`src/rtl/fp_normalizer.sv`:
```
// rtl/fp_normalizer.sv - normalize, round-to-nearest-even and pack stage of the FP add/sub unit
module fp_normalizer #(
    parameter int EXPONENT_WIDTH = 5,
    parameter int MANTISSA_WIDTH = 11
) (
    input  logic                                    clk_i,
    input  logic                                    rst_ni,
    input  logic                                    sign_i,
    input  logic [EXPONENT_WIDTH-1:0]               exp_i,
    input  logic                                    mant_carry_bit_i,
    input  logic [MANTISSA_WIDTH-1:0]               mant_i,
    input  logic                                    mant_guard_bit_i,
    input  logic                                    mant_round_bit_i,
    input  logic                                    mant_sticky_bit_i,
    output logic [EXPONENT_WIDTH+MANTISSA_WIDTH-1:0] result_o
);

    localparam int E   = EXPONENT_WIDTH;
    localparam int M   = MANTISSA_WIDTH;
    localparam int W   = E + M;
    localparam int VW  = M + 3;
    localparam int LZW = $clog2(M + 1);
    // Shared width for exponent/shift arithmetic with headroom for two increments.
    localparam int SW  = ((LZW > E) ? LZW : E) + 2;

    localparam logic [SW-1:0] EXP_MAX = SW'((1 << E) - 1);
    localparam logic [SW-1:0] ONE     = SW'(1);

    function automatic logic [LZW-1:0] count_lz(input logic [M-1:0] m);
        logic [LZW-1:0] lz;
        lz = LZW'(M);
        for (int i = 0; i < M; i++) begin
            if (m[i]) begin
                lz = LZW'(M - 1 - i);
            end
        end
        return lz;
    endfunction

    logic [SW-1:0]  lz;
    logic [SW-1:0]  exp_ext;
    logic [SW-1:0]  shift_limit;
    logic [SW-1:0]  shift;
    logic [VW-1:0]  v_shift;
    logic [M-1:0]   mant_n;
    logic           guard_n;
    logic           round_n;
    logic           sticky_n;
    logic [SW-1:0]  exp_n;
    logic           subnormal;
    logic           round_up;
    logic [M:0]     mant_r;
    logic [M-1:0]   mant_f;
    logic [SW-1:0]  exp_f;
    logic [E-1:0]   exp_field;
    logic           is_zero;
    logic           is_inf;
    logic [W-1:0]   result_d;

    always_comb begin
        lz          = SW'(count_lz(mant_i));
        exp_ext     = SW'(exp_i);
        shift_limit = (exp_ext == '0) ? '0 : exp_ext - ONE;
        shift       = (lz < shift_limit) ? lz : shift_limit;
        v_shift     = '0;
        mant_n      = '0;
        guard_n     = 1'b0;
        round_n     = 1'b0;
        sticky_n    = 1'b0;
        exp_n       = '0;
        subnormal   = 1'b0;

        if (mant_carry_bit_i) begin
            mant_n   = {1'b1, mant_i[M-1:1]};
            guard_n  = mant_i[0];
            round_n  = mant_guard_bit_i;
            sticky_n = mant_round_bit_i | mant_sticky_bit_i;
            exp_n    = exp_ext + ONE;
        end else begin
            v_shift  = {mant_i, mant_guard_bit_i, mant_round_bit_i, mant_sticky_bit_i} << shift;
            mant_n   = v_shift[VW-1:3];
            guard_n  = v_shift[2];
            round_n  = v_shift[1];
            sticky_n = v_shift[0];
            exp_n    = exp_ext - shift;
            // Exponent floor reached before the hidden bit was restored.
            subnormal = (shift < lz) || !v_shift[VW-1];
        end

        round_up = guard_n & (round_n | sticky_n | mant_n[0]);
        mant_r   = {1'b0, mant_n} + {{M{1'b0}}, round_up};

        if (mant_r[M]) begin
            mant_f = mant_r[M:1];
            exp_f  = exp_n + ONE;
        end else begin
            mant_f = mant_r[M-1:0];
            exp_f  = exp_n;
        end

        // A subnormal that rounds up into the hidden-bit position becomes the smallest normal.
        if (subnormal) begin
            exp_field = mant_f[M-1] ? E'(1) : '0;
        end else begin
            exp_field = exp_f[E-1:0];
        end

        is_zero = !mant_carry_bit_i && (mant_i == '0) &&
                  !mant_guard_bit_i && !mant_round_bit_i && !mant_sticky_bit_i;
        is_inf  = !subnormal && (exp_f >= EXP_MAX);

        if (is_zero) begin
            result_d = {sign_i, {(W-1){1'b0}}};
        end else if (is_inf) begin
            result_d = {sign_i, {E{1'b1}}, {(M-1){1'b0}}};
        end else begin
            result_d = {sign_i, exp_field, mant_f[M-2:0]};
        end
    end

    always_ff @(posedge clk_i) begin
        if (!rst_ni) begin
            result_o <= '0;
        end else begin
            result_o <= result_d;
        end
    end

endmodule

```
`config.mk`:
```
export PLATFORM = sky130hd
export DESIGN_NAME = fp_normalizer
export DESIGN_NICKNAME = d
export VERILOG_FILES = /design/src/rtl/fp_normalizer.sv
export SDC_FILE = /design/constraint.sdc
export NUM_CORES = 1
export LEC_CHECK = 0
export ABC_AREA = 0
export ABC_CLOCK_PERIOD_IN_PS = 13800
export CAP_MARGIN = 20
export CORE_MARGIN = 2
export CORE_UTILIZATION = 61
export CTS_CLUSTER_DIAMETER = 60
export DETAILED_ROUTE_END_ITERATION = 10
export PLACE_DENSITY = 0.88
export SLEW_MARGIN = 20
export SYNTH_ARGS = -nofsm -noshare
export SYNTH_HDL_FRONTEND = slang
export SYNTH_SLANG_ARGS = --single-unit
```
`constraint.sdc`:
```
create_clock -name clk_i -period 13.8 [get_ports clk_i]
set_clock_uncertainty 0.2 [all_clocks]
set_input_delay 2.07 -clock clk_i [delete_from_list [all_inputs] [get_ports clk_i]]
set_output_delay 2.07 -clock clk_i [all_outputs]
set_load 0.03 [all_outputs]
```
==> results.md <==
* Status: completed
* Async SR Flop Fraction at 0%
* Dominant cells by area after synthesis: dfxtp_1 12%, mux2i_1 8.1%, ha_1 6.0%
* Overall routing resource usage at between 30% and 40%
* WHS Path Cells at 2
* Final std cell area, no fill at 3123 µm²
* First-iteration detailed-routing DRC count at between 400 and 500
* IO Pins at 39
* Min-delay worst type: primary input to flop
* CTS root buffer: clkbuf_8
* Avg Inst Size Synth at slightly below 8 µm²
* # Max-Cap Violations at 0
* CTS H-Tree Depth at 1
* Non-Filler Instances at about 430
* Final setup fails at 0
* Post-place setup slack at approximately 5.3 ns
* Synth cell types at 83
* Final #Nets at between 400 and 500
* Number of core rows at 24
* Wirelength, routed at around 7600 µm
* Placeable Area at 4324 µm²
* Post-CTS Resized at 0
* Vias at approximately 2,900
* Chip Width at 70.66 µm
* Antenna-violating nets left at 0
* Total negative slack at 0 ns
* Initial Util at ~63%
* Diode count at 0
* Max Fanout on Critical Path at 16
* DP Cell Count at between 400 and 500
* GP Congestion at about 0.96
* Pwr/cell area at 79.14 nW/µm²
* Post-synthesis sequential area ratio at a little under an eighth
* Die Ht at roughly 71 µm
* Placed Area at about 3100 µm²
* Number of global-route vias before repair at about 2,700
* Total grt overflow at 0
* Syn Std Cell Area at 2710 µm²
* Area fraction of the dominant cell type after synthesis at a little under an eighth
* Int Power at between 100 and 150 µW
* Logic gate share of total power at about three fifths
* Layout Area Growth over Synthesis at 15.24%
* Hold_sp: sign_i
* Clk network pwr share at between 10% and 20%
* CTS Buffer Depth at 2
* Hold Path End: result_o[15]
* Largest register FFs at 16
* Pre-antenna DRT Iters at 5
* Routed WL per cell at about 18 µm
* Share of post-route cells with drive strength above 1 at 12.20%
* Hold Vio Cnt, Final at 0
* Vias per cell at 6.865
* Reg with most FFs: result_o
* Count leader, synth: nand2_1
* Largest net degree at the start of global routing at 36
* Actual transition at the worst max-transition pin at 1.059 ns
* Slew HR at 28.84%
* Seq pwr share at roughly 22%
* Synth warnings at 0
* Synth Flop Type: dfxtp_1
* Worst Setup End Kind: flop
* Switching fraction of total power at between 40% and 50%
* RSZ-0062 raised after global routing: no
* VDD IR max at between 0.07 and 0.08 mV
* TritonCTS buffer count at 3
* TritonCTS clock tree: done
* # fillers at roughly 360
* Worst Setup SP: exp_i[0]
* Psw at about 110 µW
* Die ar. at between 4000 and 5000 µm²
* Mapped Nets at between 300 and 400
* Post-route DRC at 0
* Hold buffers post-CTS at 0
* Hpwl dp at approximately 5900 µm
* Setup ws final at between 5 and 6 ns
* Post-synth EDFFs at 0
* Worst path required time at roughly 14 ns
* Post-CTS Setup Bufs at 0
* Port buffer count at 38
* Initial antenna violation count at 0
* Worst Path Class, Setup: primary input to flop
* Synth Instances at 348
* WP data arrival at roughly 8.3 ns
* Largest regs: result_o: 16 flops
* Clock transition at the registers of the reported paths at ~0.060 ns
* Post-synth top cells: 32 x nand2_1, 26 x nor2_1, 23 x inv_1
* First-pass GRT wire length at 12,850 µm
* Clk sinks at 16
* Synth area leader: dfxtp_1
* Flops & latches, synth at 16
* Fin. max-slew vios at 0
* Period utilization at 60.60%
* FMAX at approximately 120 MHz
* Crit start category: primary input
* Final Critical Period at 8.362 ns
* Leakage at 0.001325 µW
per-layer routing:
| metal | up-vias | GRT usage [%] | part of all wire [%] |
|---|---|---|---|
| met5 | - | 0 | 0 |
| met4 | 0 | 8.176 | 2.0 |
| met3 | 20 | 5.413 | 8.4 |
| met2 | 167 | 49.58 | 46 |
| met1 | 1378 | 42.88 | 43 |
| li1 | 1380 | - | - |
area by class of cell:
cell class | count | area, µm² | share of cell area (%)
flip-flops and latches | 16 | 320.3 | 10.26
inverters | 24 | 90.09 | 2.885
well taps | 52 | 65.06 | 2.083
repair buffers | 39 | 387.9 | 12.42
multi-input cells | 294 | 2205 | 70.59
clock buffers | 4 | 55.05 | 1.763
power by group through the flow:
stage          Combinational (µW)  Sequential (µW)  Clock (µW)
2_1_floorplan                97.0             68.0           0
3_3_place_gp                  147             54.9           0
3_5_place_dp                  149             55.0           0
4_1_cts                       149             54.2        41.6
5_1_grt                       165             54.6        43.4
6_report                      152             54.2        40.8
worst max-delay path, cell delays in order:
cell             delay, ns
clkdlybuf4s50_1       0.54
inv_1                 0.18
ha_1                  0.22
a21oi_1               0.08
mux2i_1               0.33
ha_1                  0.33
nor2b_1               0.15
a22o_1                0.27
a21o_1                0.23
a31oi_1               0.25
nand2_1               0.34
inv_1                 0.51
ha_1                  0.33
a21oi_1               0.14
o21ai_0               0.11
and2_1                0.18
or3_1                 0.34
o31ai_1               0.13
and3_1                0.26
maj3_1                0.18
nor3_1                0.05
nor4_1                0.35
a41o_1                0.28
a21oi_2               0.14
a2111oi_2             0.31
stage by stage:
step | hold slack, ns | util [%] | total power, µW
finish | 2.207 | 72.22 | 247.1
floorplan | 1.992 | - | 165.0
CTS | 2.209 | 72.22 | 245.2
detailed placement | 2.468 | 70.95 | 203.8
global placement | 2.453 | 70.95 | 201.9
global route | 2.207 | 72.22 | 262.5
worst max path at each step:
stage | depth (start not counted) | slack, ns | endpoint
after CTS | 25 | 5.55 | result_o[5]
final | 25 | 5.44 | result_o[9]
after detailed placement | 25 | 5.30 | result_o[5]
after global routing | 26 | 4.91 | result_o[5]
after global placement | 25 | 5.58 | result_o[5]
after floorplan | 25 | 6.65 | result_o[5]
cell usage in the layout (no fill, tap or decap), types with 5 or more instances in the layout:
cell,count
and3_1,5
nand3_1,12
a21oi_1,12
dfxtp_1,16
nor3_1,11
ha_1,13
nand2_1,32
clkdlybuf4s50_1,38
nor2_1,26
nor4_1,5
xnor2_1,9
a21o_1,5
a211oi_1,6
mux2i_1,22
mux2_2,6
mux2_4,5
o21ai_0,15
nand4_1,8
and2_1,5
inv_1,23
kinds of logic after synthesis:
kind of cell | share of synthesized area, %
buf+inv | 6.832
fa+ha+maj | 7.110
flops | 11.82
other cells | 0.1384
xor+xnor | 3.878
simple gates | 27.24
mux | 13.39
compound gates | 29.60
No activity file was read; power rests on OpenSTA's default activity.
